`config.mk`:
```
export PLATFORM = sky130hd
export DESIGN_NAME = nibble_packer
export DESIGN_NICKNAME = d
export VERILOG_FILES = /design/src/rtl/nibble_packer.sv
export SDC_FILE = /design/constraint.sdc
export NUM_CORES = 1
export LEC_CHECK = 0
export CAP_MARGIN = 20
export CORE_MARGIN = 3
export CORE_UTILIZATION = 50
export CTS_CLUSTER_DIAMETER = 120
export DETAILED_ROUTE_END_ITERATION = 16
export PLACE_DENSITY_LB_ADDON = 0.3
export SLEW_MARGIN = 20
export SYNTH_ARGS = -nofsm -noshare
export SYNTH_HDL_FRONTEND = slang
export SYNTH_SLANG_ARGS = --single-unit
```
`constraint.sdc`:
```
create_clock -name i_clk -period 4.3 [get_ports i_clk]
set_clock_uncertainty 0.1 [all_clocks]
set_input_delay 0.43 -clock i_clk [delete_from_list [all_inputs] [get_ports i_clk]]
set_output_delay 0.43 -clock i_clk [all_outputs]
set_load 0.02 [all_outputs]
```
`src/rtl/nibble_packer.sv`:
```
// Packs consecutive 4-bit samples (LSB nibble first) into words and queues them in a small FIFO.
// Optional NIBBLE_PACKER_CHECK_EN builds a true/complement cross-check that drives the sticky o_err.
module nibble_packer #(
    parameter int NIBBLES = 4,
    parameter int DEPTH   = 2
) (
    input  logic                   i_clk,
    input  logic                   i_rst,
    input  logic                   i_en,
    input  logic [3:0]             i_a,
    input  logic [3:0]             i_b,
    input  logic                   i_clr,
    input  logic                   i_ready,
    output logic                   o_valid,
    output logic [4*NIBBLES-1:0]   o_data,
    output logic [2:0]             o_count,
    output logic                   o_full,
    output logic                   o_ovf,
    output logic                   o_err
);

    localparam int         W     = 4 * NIBBLES;
    localparam int         PTR_W = $clog2(DEPTH);
    localparam int         CNT_W = PTR_W + 1;
    localparam logic [2:0] LAST  = 3'(NIBBLES - 1);

    typedef enum logic [1:0] {EMPTY, FILL, COMPLETE} state_t;

    state_t             state_q;
    state_t             state_d;
    logic [2:0]         idx;
    logic [W-1:0]       shreg;
    logic [W-1:0]       word;
    logic [W-1:0]       mem [DEPTH];
    logic [PTR_W-1:0]   wr_ptr;
    logic [PTR_W-1:0]   rd_ptr;
    logic [CNT_W-1:0]   occ;
    logic               accept;
    logic               push_req;
    logic               pop;
    logic               push;
    logic               drop;

    // A clear on the same edge as a sample wins; that sample is discarded.
    assign accept = i_en && !i_clr;

    always_ff @(posedge i_clk or posedge i_rst) begin
        if (i_rst) begin
            state_q <= EMPTY;
        end else begin
            state_q <= state_d;
        end
    end

    always_comb begin
        state_d = state_q;
        if (i_clr) begin
            state_d = EMPTY;
        end else if (accept) begin
            state_d = (idx == LAST) ? COMPLETE : FILL;
        end else if (state_q == COMPLETE) begin
            state_d = EMPTY;
        end
    end

    // The final nibble always lands while in FILL because NIBBLES is at least 2.
    always_comb begin
        push_req = accept && (state_q == FILL) && (idx == LAST);
        pop      = o_valid && i_ready;
        push     = push_req && (!o_full || pop);
        drop     = push_req && !push;
    end

    always_ff @(posedge i_clk or posedge i_rst) begin
        if (i_rst) begin
            idx   <= '0;
            shreg <= '0;
        end else if (i_clr) begin
            idx <= '0;
        end else if (accept) begin
            shreg[4*idx +: 4] <= i_a;
            idx               <= (idx == LAST) ? 3'd0 : idx + 3'd1;
        end
    end

    // Completed word is the held partial with the final nibble merged in this cycle.
    always_comb begin
        word              = shreg;
        word[4*idx +: 4]  = i_a;
    end

    always_ff @(posedge i_clk or posedge i_rst) begin
        if (i_rst) begin
            for (int i = 0; i < DEPTH; i++) begin
                mem[i] <= '0;
            end
            wr_ptr <= '0;
            rd_ptr <= '0;
            occ    <= '0;
        end else begin
            if (push) begin
                mem[wr_ptr] <= word;
                wr_ptr      <= wr_ptr + PTR_W'(1);
            end
            if (pop) begin
                rd_ptr <= rd_ptr + PTR_W'(1);
            end
            case ({push, pop})
                2'b10:   occ <= occ + CNT_W'(1);
                2'b01:   occ <= occ - CNT_W'(1);
                default: occ <= occ;
            endcase
        end
    end

    always_ff @(posedge i_clk or posedge i_rst) begin
        if (i_rst) begin
            o_ovf <= 1'b0;
        end else if (i_clr) begin
            o_ovf <= 1'b0;
        end else if (drop) begin
            o_ovf <= 1'b1;
        end
    end

`ifdef NIBBLE_PACKER_CHECK_EN
    always_ff @(posedge i_clk or posedge i_rst) begin
        if (i_rst) begin
            o_err <= 1'b0;
        end else if (i_clr) begin
            o_err <= 1'b0;
        end else if (accept && (i_a != ~i_b)) begin
            o_err <= 1'b1;
        end
    end
`else
    logic unused_b;
    assign unused_b = ^i_b;
    assign o_err    = 1'b0;
`endif

    assign o_valid = (occ != '0);
    assign o_full  = (occ == CNT_W'(DEPTH));
    assign o_data  = mem[rd_ptr];
    assign o_count = idx;

endmodule

```
==> results of run 1 <==
stage by stage:
stage,utilization (%),std cells,instance area [sq um],hold WS [ns]
after floorplan,-,247,2830,0.350
after global placement,59.3,336,3130,0.362
after detailed placement,59.3,336,3130,0.370
after CTS,62.6,350,3300,0.384
after global routing,62.6,350,3300,0.405
final,62.6,350,3300,0.382
cells by family after synthesis:
family / Yosys count / synth area share (%)
buffers and inverters: 18 / 4.43
flip-flops: 58 / 51.4
AND/OR/NAND/NOR: 72 / 14.5
adder cells (fa/ha/maj): 3 / 1.33
AO/OA/AOI/OAI: 50 / 10.8
multiplexers: 42 / 16.5
XOR/XNOR: 3 / 0.930
other: 1 / 0.133
cell usage after synthesis:
library cell / number
dfrtp_1: 58
nor2_1: 39
a21oi_1: 24
mux2_2: 21
mux2i_1: 17
a21oi_2: 12
nand2_1: 12
o21ai_0: 9
buf_6: 5
buf_2: 4
buf_4: 4
mux2_4: 4
ha_1: 3
inv_1: 3
nor3_1: 3
a211oi_1: 2
nand2b_1: 2
nand2b_4: 2
nand3_1: 2
nor2b_1: 2
nor4b_4: 2
xor2_1: 2
a22oi_1: 1
and4bb_2: 1
buf_1: 1
conb_1: 1
inv_2: 1
nand3b_1: 1
nand4b_2: 1
nand4bb_1: 1
nor3b_2: 1
nor4_1: 1
nor4_4: 1
o211ai_1: 1
o21ai_1: 1
or2_2: 1
xnor2_1: 1
registers in the layout, indices dropped and copies added (netlist names):
name / flops
state_q: 2
wr_ptr: 1
o_count: 3
rd_ptr: 1
o_ovf: 1
occ: 2
shreg: 16
mem: 32
worst reg2reg max path, stage by stage (launching register included):
cell and delay [ns]:
dfrtp_1 0.44, inv_2 0.10, ha_1 0.20, ha_1 0.33
nor4_1 0.29, nand3_1 0.27, mux2i_1 0.38, a21oi_1 0.12
final timing paths:
kind,from,endpoint,depth (start not counted),slack (ns)
max,rd_ptr,o_data[12],2,1.63
min,shreg[3],shreg[3],2,0.38
max reg2reg,o_count[0],mem[19],7,1.94
min reg2reg,shreg[3],shreg[3],2,0.38
max in group asynchronous,i_rst,shreg[4],3,2.84
min in group asynchronous,i_rst,mem[10],2,0.50
layer usage:
metal	up-vias	share of wire [%]
met4	0	2.0
met1	879	50
met2	27	44
li1	915	-
met5	-	0
met3	10	3.4
area by class of cell:
cell class	instances	area (sq um)
clock buffers	10	128
clock inverters	4	45.0
fillers	459	1970
inverters	4	15.0
multi-input cells	171	1250
flip-flops and latches	58	1450
well taps	70	87.6
repair buffers	33	323
power by group through the flow:
stage	clock network [mW]	logic, mW	registers [mW]
floorplan	0	0.258	0.648
global placement	0	0.314	0.686
detailed placement	0	0.319	0.690
CTS	0.467	0.321	0.680
global route	0.493	0.343	0.690
finish	0.454	0.316	0.678
==> results.yml, run 1 <==
setup_path:
  crit_arrival_ns: 2.14
  crit_type: "reg -> out"
  worst-path-buf-inv: 1
  crit_path_start_kind: "register"
  cp.required_ns: 3.77
  worstPathCellList: "mux2_2 > clkdlybuf4s50_1"
  cp_max_fo: 17
  slowest_delay_ns: 0.86
  cp_slowest_cell: "dfrtp_1"
  cp_top_family: "flip-flops"
  endpoint_kind: "output pin"
pwr:
  switchingPower_mw: 0.414
  power.total_mw: 1.45
  p_sw_share_pct: 28.6
  ir_drop_uv: 337
  p_int_mw: 1.03
  clkPwrFrac_pct: 31.3
  pwr-share-seq_pct: 46.8
  p_leak_nw: 1.52
  p_per_area_mw_per_mm2: 439
  p_comb_share_pct: 21.8
routing:
  wirelength_mm: 5.14
  route.detailed.drc: 0
  ant_nets: 0
  dr.first_iter.drc_count: 107
  firstDrtPassIters: 4
  vias_per_cell: 5.23
  via_count: 1831
  post_drt_wl_per_cell_um: 14.7
clock_network:
  root_buffer: "clkbuf_8"
  cts_buffers: 9
  cts.sinks: 58
  holdBufCountCts: 0
  cts_post_setup_buffers_inserted: 0
  cts-resized-gates: 0
  ctsHtreeMaxLevel: 3
  clockBufferDepth: 2
  clkTransAtPathRegs_ns: 0.06
  clk_latency_ns: 0.32
  cts_tree: "yes"
timing:
  rsz0062_at_grt: "no"
  maxSlewHeadroom_pct: 44.6
  finalCritPeriodShare_pct: 62.1
  min_period_ns: 2.67
  tns_ns: 0
  fmax_mhz: 374
  worst_pin_slew_ns: 0.830
  setup_viol: 0
  fin_ws_ns: 1.63
  slew_violations: 0
  finalHoldViolCount: 0
run:
  cap_violations: 0
cells_and_area:
  areaGrowthSynthToFinish_pct: 16.7
  drive_gt1_share_pct: 22.9
  layout_common_cells: "58 x dfrtp_1, 39 x nor2_1, 30 x clkdlybuf4s50_1"
  diodes: 0
  nets: 293
  layout_commonest_cell: "dfrtp_1"
synthesis:
  synth_cells: 247
  yosysTopAreaCell: "dfrtp_1"
  synth_top_area_share_pct: 51.4
  netlist_top_cells_area: "dfrtp_1 51%, mux2_2 8.4%, mux2i_1 6.0%"
  synth_nets: 263
  synth_area_sq_mm: 0.00283
  yosysSeqAreaShare_pct: 51.4
  ys.warnings.count: 0
  yosys_register_bits: 58
  ys_types: 37
  syn_area_per_cell_sq_um: 11.4
placed_design:
  place.gp.congestion: 0.729
  dpl.hpwl_mm: 3.38
  port_buffers: 30
  place_ws_ns: 1.77
floorplanning:
  rows: 26
  die-width_um: 81.2
  die_area_sq_mm: 0.00659
  boundaryPins: 36
  die_y_um: 81.2
  start_util_pct: 53.6
  core_sq_mm: 0.00527
global_route:
  grt_pass1_wl_mm: 8.67
  grt_overflow: 0
  antenna_found_initial: 0
  grt-busiest-layer: "met2"
  grtUsageMet3_pct: 3.77
  use_met2_pct: 26.4
  grt.total_usage_pct: 17.6
  grt_pass1_vias: 1775
  grtUsageMet1_pct: 24.2
  grt_max_degree: 42
worst_hold_path:
  holdCritPathClass: "reg -> reg"
run_status:
  status: "complete, no violations"
No activity file was read; power rests on OpenSTA's default activity.
==> run 2, diff against run 1 <==
Clock period 4.3 ns to 2.2 ns, I/O delays scaled along.
==> run 2 against run 1 <==
Combinational power grew 140%; via count rose by 2.9%; worst setup slack got worse by 1.6 ns; core utilization is 4.1 points higher; largest power group unchanged; clock-buffer cell count is 4 higher; die area unchanged; routed wire length increased by 1.8%; hold slack got worse by 0.27 ns; sequential power grew 90%.
==> results.yml, run 2 (same netlist as run 1, synthesis figures left out) <==
routing:
  wl_met1_mm: 2.55
  route.met3.wl_um: 205
  firstDrtPassIters: 4
  wirelength_mm: 5.23
  route.met2.wl_mm: 2.40
  highest_layer: "met4"
  ant_nets: 0
  vias_per_cell: 5.15
  dr.first_iter.drc_count: 97
  route.detailed.drc: 0
  via_count: 1885
  post_drt_wl_per_cell_um: 14.3
setup_path:
  slowest_delay_ns: 0.54
  crit_arrival_ns: 1.84
  cp_max_fo: 14
  cp_top_family: "buffers and inverters"
  endpoint_kind: "output pin"
  worst-path-buf-inv: 2
  crit_type: "reg -> out"
  r2r_slack_ns: 0.08
  cp_slowest_cell: "clkdlybuf4s50_1"
  worstPathCellList: "buf_12 > mux2_2 > clkdlybuf4s50_1"
  cp.required_ns: 1.88
  crit_path_start_kind: "register"
placed_design:
  place.gp.congestion: 0.760
  port_buffers: 30
  dpl.hpwl_mm: 3.72
  place_ws_ns: 0.00384
cells_and_area:
  multi_input_area_sq_mm: 0.00131
  nets: 307
  drive_gt1_share_pct: 30.7
  diodes: 0
  regArea_sq_mm: 0.00145
  largest_register_ffs: 32
  areaGrowthSynthToFinish_pct: 24.3
  top_register: "mem"
  fin_util_pct: 66.6
  layout_common_cells: "56 x dfrtp_1, 39 x nor2_1, 30 x clkdlybuf4s50_1"
  layout_commonest_cell: "dfrtp_1"
  fillCellCount: 401
floorplanning:
  core_sq_mm: 0.00527
  die_area_sq_mm: 0.00659
  die_y_um: 81.2
  boundaryPins: 36
  die-width_um: 81.2
  rows: 26
  start_util_pct: 53.6
clock_network:
  cts_tree: "yes"
  holdBufCountCts: 0
  clk_latency_ns: 0.33
  cts_buffers: 9
  root_buffer: "clkbuf_8"
  ctsHtreeMaxLevel: 3
  clockBufferDepth: 2
  clkTransAtPathRegs_ns: 0.06
  cts.sinks: 58
global_route:
  grt_pass1_vias: 1889
  antenna_found_initial: 0
  grt_max_degree: 41
  grt_overflow: 0
  grt_pass1_wl_mm: 8.87
  grt.total_usage_pct: 17.9
run:
  cap_violations: 0
timing:
  fin_ws_ns: 0.0430
  min_period_ns: 2.16
  rsz0062_at_grt: "yes"
  setup_viol: 0
  finalCritPeriodShare_pct: 98.0
  slew_violations: 0
  maxSlewHeadroom_pct: 66.2
  worst_pin_slew_ns: 0.505
  finalHoldViolCount: 0
  fmax_mhz: 464
pwr:
  ir_drop_uv: 509
  power.total_mw: 2.95
  p_leak_nw: 1.58
  p_per_area_mw_per_mm2: 839
worst_hold_path:
  holdCritPathClass: "in -> async"
run_status:
  status: "complete, no violations"
run 2: cell type report:
type	count	area share (%)
Sequential cell	58	41.4
Tap cell	70	2.49
Inverter	4	0.428
Timing Repair Buffer	47	13.3
Clock inverter	2	0.285
Clock buffer	14	4.92
Multi-Input combinational cell	171	37.2
run 2: metal layers:
metal / up-vias / GRT usage, %
met1: 905 / 25.0
met4: 0 / 8.11
li1: 939 / -
met2: 33 / 26.5
met3: 8 / 4.10
met5: - / 0
run 2: final timing paths:
| check | from | end | depth (start not counted) |
|---|---|---|---|
| max | rd_ptr | o_data[3] | 3 |
| min | i_rst | o_count[2] | 2 |
| max reg2reg | o_count[0] | shreg[3] | 7 |
| min reg2reg | shreg[10] | shreg[10] | 2 |
| max in group asynchronous | i_rst | shreg[0] | 3 |
| min in group i_clk | shreg[10] | shreg[10] | 2 |
run 2: where the power goes:
group	switching, mW	total (mW)	internal (mW)
clock	0.393	0.892	0.498
combinational	0.361	0.761	0.400
sequential	0.0998	1.29	1.19
total	0.855	2.95	2.09
run 2: metrics by stage:
step | cell area, sq um | setup TNS [ns] | instances | hold WS [ns]
2_1_floorplan | 2830 | 0 | 247 | 0.182
3_3_place_gp | 3270 | 0 | 350 | 0.361
3_5_place_dp | 3270 | 0 | 350 | 0.370
4_1_cts | 3460 | 0 | 366 | 0.120
5_1_grt | 3510 | -0.490 | 366 | 0.148
6_report | 3510 | 0 | 366 | 0.116
run 2: timing repair:
| action | CTS | global route |
|---|---|---|
| cloned | 0 | 0 |
| gates resized for setup | 2 | 11 |
| endpoints found under the setup margin | 14 | 24 |
| setup buffers | 0 | 0 |
